## src/rtl/pong_pkg.sv

```systemverilog
// Shared definitions for the pong paddle datapath: screen geometry and the
// paddle input FSM state encoding.
package pong_pkg;

    localparam int SCREEN_HEIGHT = 480;
    localparam int PADDLE_HEIGHT = 60;

    typedef enum logic [1:0] {
        IDLE    = 2'd0,
        UP      = 2'd1,
        DOWN    = 2'd2,
        BLOCKED = 2'd3
    } paddle_state_e;

    function automatic paddle_state_e state_from_levels(input logic up, input logic dn);
        paddle_state_e st;
        case ({up, dn})
            2'b10:   st = UP;
            2'b01:   st = DOWN;
            2'b11:   st = BLOCKED;
            default: st = IDLE;
        endcase
        return st;
    endfunction

endpackage

```

## src/rtl/button_debounce.sv

```systemverilog
// One pushbutton: 2-flop synchroniser followed by a counter that accepts a
// new level only after DEBOUNCE_CYCLES consecutive differing samples.
module button_debounce #(
    parameter int DEBOUNCE_CYCLES = 250000
) (
    input  logic clk,
    input  logic rst_n,
    input  logic btn_raw,
    output logic level
);

    localparam int CW = $clog2(DEBOUNCE_CYCLES + 1);
    localparam logic [CW-1:0] CNT_LAST = CW'(DEBOUNCE_CYCLES - 1);

    logic          sync0_q, sync0_d;
    logic          sync1_q, sync1_d;
    logic          level_q, level_d;
    logic [CW-1:0] cnt_q, cnt_d;

    always_comb begin
        sync0_d = btn_raw;
        sync1_d = sync0_q;
        level_d = level_q;
        cnt_d   = '0;
        // The final differing sample flips the level instead of storing DEBOUNCE_CYCLES.
        if (sync1_q != level_q) begin
            if (cnt_q == CNT_LAST) begin
                level_d = sync1_q;
            end else begin
                cnt_d = cnt_q + 1'b1;
            end
        end
    end

    always_ff @(posedge clk or negedge rst_n) begin
        if (!rst_n) begin
            sync0_q <= 1'b0;
            sync1_q <= 1'b0;
            level_q <= 1'b0;
            cnt_q   <= '0;
        end else begin
            sync0_q <= sync0_d;
            sync1_q <= sync1_d;
            level_q <= level_d;
            cnt_q   <= cnt_d;
        end
    end

    assign level = level_q;

endmodule

```

## src/rtl/paddle_input_ctrl.sv

```systemverilog
// Player buttons to paced paddle step strobes. Define PADDLE_AI_EN to add the
// ball-tracking computer-player mode (ai_mode, ball_y, paddle_y ports).
module paddle_input_ctrl #(
    parameter int DEBOUNCE_CYCLES = 250000,
    parameter int MOVE_DIV        = 200000,
    parameter int PADDLE_HEIGHT   = pong_pkg::PADDLE_HEIGHT,
    parameter int AI_DEADBAND     = 4
) (
    input  logic       clk,
    input  logic       rst_n,
    input  logic       btn_up,
    input  logic       btn_down,
`ifdef PADDLE_AI_EN
    input  logic       ai_mode,
    input  logic [9:0] ball_y,
    input  logic [9:0] paddle_y,
`endif
    output logic       move_up,
    output logic       move_down
);

    import pong_pkg::*;

    localparam int TW = $clog2(MOVE_DIV);
    localparam logic [TW-1:0] TICK_LAST = TW'(MOVE_DIV - 1);

    logic          up_db, dn_db;
    paddle_state_e state_q, state_d;
    logic          enter_q, enter_d;
    logic [TW-1:0] tick_cnt_q, tick_cnt_d;
    logic          tick;
    logic          move_up_q, move_up_d;
    logic          move_down_q, move_down_d;

    button_debounce #(.DEBOUNCE_CYCLES(DEBOUNCE_CYCLES)) u_db_up (
        .clk     (clk),
        .rst_n   (rst_n),
        .btn_raw (btn_up),
        .level   (up_db)
    );

    button_debounce #(.DEBOUNCE_CYCLES(DEBOUNCE_CYCLES)) u_db_dn (
        .clk     (clk),
        .rst_n   (rst_n),
        .btn_raw (btn_down),
        .level   (dn_db)
    );

`ifdef PADDLE_AI_EN
    localparam logic signed [10:0] HALF_H   = 11'(PADDLE_HEIGHT / 2);
    localparam logic signed [10:0] DEADBAND = 11'(AI_DEADBAND);

    logic               ai_mode_q, ai_mode_d;
    logic               ai_edge;
    logic signed [10:0] target, paddle_s;

    always_comb begin
        ai_mode_d = ai_mode;
        ai_edge   = ai_mode ^ ai_mode_q;
        target    = $signed({1'b0, ball_y}) - HALF_H;
        paddle_s  = $signed({1'b0, paddle_y});
    end

    always_ff @(posedge clk or negedge rst_n) begin
        if (!rst_n) ai_mode_q <= 1'b0;
        else        ai_mode_q <= ai_mode_d;
    end
`else
    logic unused_ai_cfg;
    assign unused_ai_cfg = ^{PADDLE_HEIGHT, AI_DEADBAND};
`endif

    // move_up/move_down are single-cycle strobes with no back-pressure: the
    // paddle stage must act on every cycle in which one of them is high.
    always_comb begin
        state_d     = state_from_levels(up_db, dn_db);
        tick        = (tick_cnt_q == TICK_LAST);
        // enter_q marks the first cycle in a new state, restarting the pacing.
        tick_cnt_d  = (enter_q || tick) ? '0 : tick_cnt_q + 1'b1;
        move_up_d   = (state_q == UP)   && (enter_q || tick);
        move_down_d = (state_q == DOWN) && (enter_q || tick);
`ifdef PADDLE_AI_EN
        if (ai_mode || ai_edge) state_d = IDLE;
        if (ai_edge) tick_cnt_d = '0;
        if (ai_mode && ai_mode_q) begin
            move_up_d   = tick && (paddle_s > target + DEADBAND);
            move_down_d = tick && (paddle_s + DEADBAND < target);
        end
`endif
        enter_d = (state_d != state_q);
    end

    always_ff @(posedge clk or negedge rst_n) begin
        if (!rst_n) begin
            state_q     <= IDLE;
            enter_q     <= 1'b0;
            tick_cnt_q  <= '0;
            move_up_q   <= 1'b0;
            move_down_q <= 1'b0;
        end else begin
            state_q     <= state_d;
            enter_q     <= enter_d;
            tick_cnt_q  <= tick_cnt_d;
            move_up_q   <= move_up_d;
            move_down_q <= move_down_d;
        end
    end

    assign move_up   = move_up_q;
    assign move_down = move_down_q;

endmodule

```

## config.mk

```make
export PLATFORM = sky130hd
export DESIGN_NAME = paddle_input_ctrl
export DESIGN_NICKNAME = d
export VERILOG_FILES = /design/src/rtl/pong_pkg.sv /design/src/rtl/button_debounce.sv /design/src/rtl/paddle_input_ctrl.sv
export SDC_FILE = /design/constraint.sdc
export NUM_CORES = 1
export LEC_CHECK = 0
export ABC_AREA = 0
export CORE_ASPECT_RATIO = 0.5
export CORE_MARGIN = 2
export CORE_UTILIZATION = 40
export DETAILED_ROUTE_END_ITERATION = 10
export PLACE_DENSITY = 0.54
export SLEW_MARGIN = 30
export SYNTH_ARGS = -nofsm -noshare
export SYNTH_HDL_FRONTEND = slang
export SYNTH_SLANG_ARGS = --single-unit
```

## constraint.sdc

```tcl
create_clock -name clk -period 2.4 [get_ports clk]
set_clock_uncertainty 0.15 [all_clocks]
set_input_delay 0.24 -clock clk [delete_from_list [all_inputs] [get_ports clk]]
set_output_delay 0.24 -clock clk [all_outputs]
set_load 0.02 [all_outputs]
```

==> results of run 1 <==
==> sequential cells by signal, summed over array words and instances (netlist names) <==
register	flops
tick_cnt_q	18
u_db_dn.cnt_q	18
u_db_up.cnt_q	18
state_q	2
enter_q	1
move_down	1
move_up	1
u_db_dn.level	1
u_db_dn.sync0_q	1
u_db_dn.sync1_q	1
u_db_up.level	1
u_db_up.sync0_q	1
u_db_up.sync1_q	1
==> worst paths after layout <==
kind                                            start                          end  slack (ns)  depth (start not counted)
max                        u_db_up.cnt_q[0]$_DFF_PN0_  u_db_up.cnt_q[16]$_DFF_PN0_        0.36                          5
max in group asynchronous                       rst_n  u_db_up.cnt_q[14]$_DFF_PN0_        1.50                          3
min in group asynchronous                       rst_n      tick_cnt_q[4]$_DFF_PN0_        0.30                          3
min reg2reg                 u_db_dn.sync0_q$_DFF_PN0_    u_db_dn.sync1_q$_DFF_PN0_        0.20                          0
max reg2reg                u_db_up.cnt_q[0]$_DFF_PN0_  u_db_up.cnt_q[16]$_DFF_PN0_        0.36                          5
min                         u_db_dn.sync0_q$_DFF_PN0_    u_db_dn.sync1_q$_DFF_PN0_        0.20                          0
==> synthesized netlist by cell type, drive strengths merged <==
library cell	instances	area (µm²)
or4	5	41.3
o31ai	4	30.0
nand4	15	93.8
dfrtp	65	1630
nor2b	1	6.26
xnor2	30	263
and3	4	25.0
and4	3	26.3
nor2	51	191
xor2	15	131
and3b	2	17.5
a41o	1	10.0
mux2	2	22.5
a21oi	7	35.0
nor4b	2	17.5
o41ai	2	43.8
nand3	20	105
inv	8	30.0
buf	3	21.3
nor4	15	93.8
and2	1	6.26
or3	1	6.26
nor4bb	1	10.0
nand4bb	1	11.3
and4bb	1	12.5
ha	3	37.5
o21ai	2	10.0
clkbuf	6	22.5
or2	3	18.8
mux2i	1	10.0
nand2	15	56.3
nor3	8	40.0
==> power by group through the flow <==
stage	sequential [mW]	clock, mW	combinational [mW]
after floorplan	1.14	0	0.0257
after global placement	1.14	0	0.0622
after detailed placement	1.14	0	0.0637
after CTS	1.12	1.20	0.0652
after global routing	1.12	1.24	0.0726
final	1.12	1.15	0.0621
==> final cells by class <==
type                            instances  area [µm²]
Timing Repair Buffer                   12         113
Inverter                                8        30.0
Clock buffer                           14         264
Tap cell                               96         120
Sequential cell                        65        1630
Multi-Input combinational cell        216        1370
Fill cell                             693        3850
==> cells by family after synthesis <==
| group | share of synthesized area [%] |
|---|---|
| and+or+nand+nor | 25.4 |
| DFF | 52.9 |
| xor gates and xnor gates | 12.8 |
| buffers and inverters | 2.40 |
| AOI/OAI and AO/OA | 4.19 |
| muxes | 1.06 |
| adders and majority gates | 1.22 |
==> routing by layer <==
metal | part of all wire, % | up-vias | track usage, %
li1 | - | 1070 | -
met1 | 47 | 1090 | 18.2
met2 | 48 | 23 | 26.2
met3 | 3.9 | 8 | 6.80
met4 | 1.2 | 0 | 5.63
met5 | 0 | - | 0
==> metrics by stage <==
stage | util, % | setup WS (ns)
floorplan | - | 0.416
global placement | 44.1 | 0.451
detailed placement | 44.1 | 0.330
CTS | 47.8 | 0.350
global route | 47.8 | 0.167
finish | 47.8 | 0.356
==> metrics.md, run 1 <==
| Metric | Value |
|---|---|
| Status | finished, final reports clean |
| Yosys cell types | 36 |
| Post-CTS sizing | 0 |
| Initial drt markers | 99 |
| Setup crit start kind | register |
| Unrepaired setup endpoints after global routing | no |
| Worst-Margin Slew | 0.550 ns |
| Net Switching | around 460 µW |
| Max FO, Critical Path | 8 |
| Finished layout cell area | 3530 µm² |
| Chip width | 128 µm |
| GPL Wtd Cong | approximately 0.78 |
| # diodes | 0 |
| CP top delay family | simple AND/OR/NAND/NOR gates |
| Pin count of the biggest net entering global routing | between 60 and 70 |
| Flop pwr share | between 40 and 50% |
| Worst EP arrival | 2.11 ns |
| Setup TNS Final | 0 ns |
| Mapped cell area | 3070 µm² |
| Clock network power share | between 40% and 50% |
| # rows | 22 |
| Clock buffer depth | 2 |
| Min cycle time layout | approximately 2 ns |
| Die height | 66.0 µm |
| Leak pwr | 1.44 nW |
| Combinational Power Share | between 2 and 3% |
| Synthesized area per cell | roughly 10 µm² |
| Clk_lat worst skew | 0.32 ns |
| Buf+Inv Stages, Crit Path | 0 |
| Mapped Cells | between 200 and 300 |
| Inserted Clock Buffers | 9 |
| DRC | 0 |
| Initial Util | 41.7% |
| Detail Placement HPWL | between 3000 and 4000 µm |
| Max stage delay cell, worst path | nor4_1 |
| Area growth syn-to-layout | 14.7% |
| Tot Pwr | 2.34 mW |
| Switching Fraction | around a fifth |
| Via Count | roughly 2,200 |
| CTS sink cnt | 65 |
| Crit path required time | ~2.5 ns |
| Fmax | around 500 MHz |
| Clock root cell | clkbuf_16 |
| Cells along the critical path | ha_1 -> nand3_2 -> nor4_1 -> mux2i_1 -> nor4b_1 |
| Max Cap Viol | 0 |
| Placed Instances | a little under 400 |
| Int Power | about 1.9 mW |
| H-tree level count | 3 |
| Final period util | 85.2% |
| Post-synth net total | 305 |
| Port bufs | 5 |
| Nets | 319 |
| Non-filler cells, final | about 410 |
| DP Area | between 3000 and 4000 µm² |
| Congestion Overflow GR | 0 |
| Hold WS | 0.199 ns |
| Max_slew headroom | about 63% |
| Core area | roughly 7400 µm² |
| Pwr dens | about 660 nW/µm² |
| Slew Viols, Final | 0 |
| Die Area | 8440 µm² |
| Clk slew on worst S/H paths | 0.05 ns |
| Layout cell share with drive strength beyond 1 | 8.89% |
| Commonest cells after routing, fill and taps aside | 65 x dfrtp_1, 51 x nor2_1, 30 x xnor2_1 |
| Final setup vio count | 0 |
| CP endpoint kind | register |
| WL per Instance | around 14 µm |
| Initial antenna violation count | 0 |
| Fin. Hold Viols | 0 |
| Vias in the first global route | approximately 2,200 |
| Crit path kind | reg2reg |
| Flop and latch count out of synthesis | between 60 and 70 |
| ANT nets after route | 0 |
| CTS Hold Bufs | 1 |
| Worst hold path class | reg2reg |
| CTS tree | built |
| DR pass1 iterations | 4 |
| First-pass GRT wire length | 10,200 µm |
| Vias per inst | between 5 and 6 |
| Total Wirelength | around 5600 µm |
| Warnings, synthesis | 0 |
| Io pins | 6 |
| Total GRT Usage | 15.7% |
| Commonest non-fill, non-tap cell in the layout | dfrtp_1 |
| Max VDD drop | roughly 0.31 mV |
| Largest stage delay on the critical path | 0.57 ns |
| Setup Fix Bufs, Post-CTS | 0 |
| Seq/Total Area, Yosys | ~53% |
No activity file was read; power rests on OpenSTA's default activity.
==> run 2: changes to the inputs <==
Settings changed: HOLD_SLACK_MARGIN set to 0.08.
==> results of run 2 <==
The final DEF is identical to that of run 1; final timing and power are the same.
==> run 3: changes to the inputs <==
Settings changed: TNS_END_PERCENT set to 1.
==> results of run 3 <==
The final DEF is identical to that of run 1; final timing and power are the same.
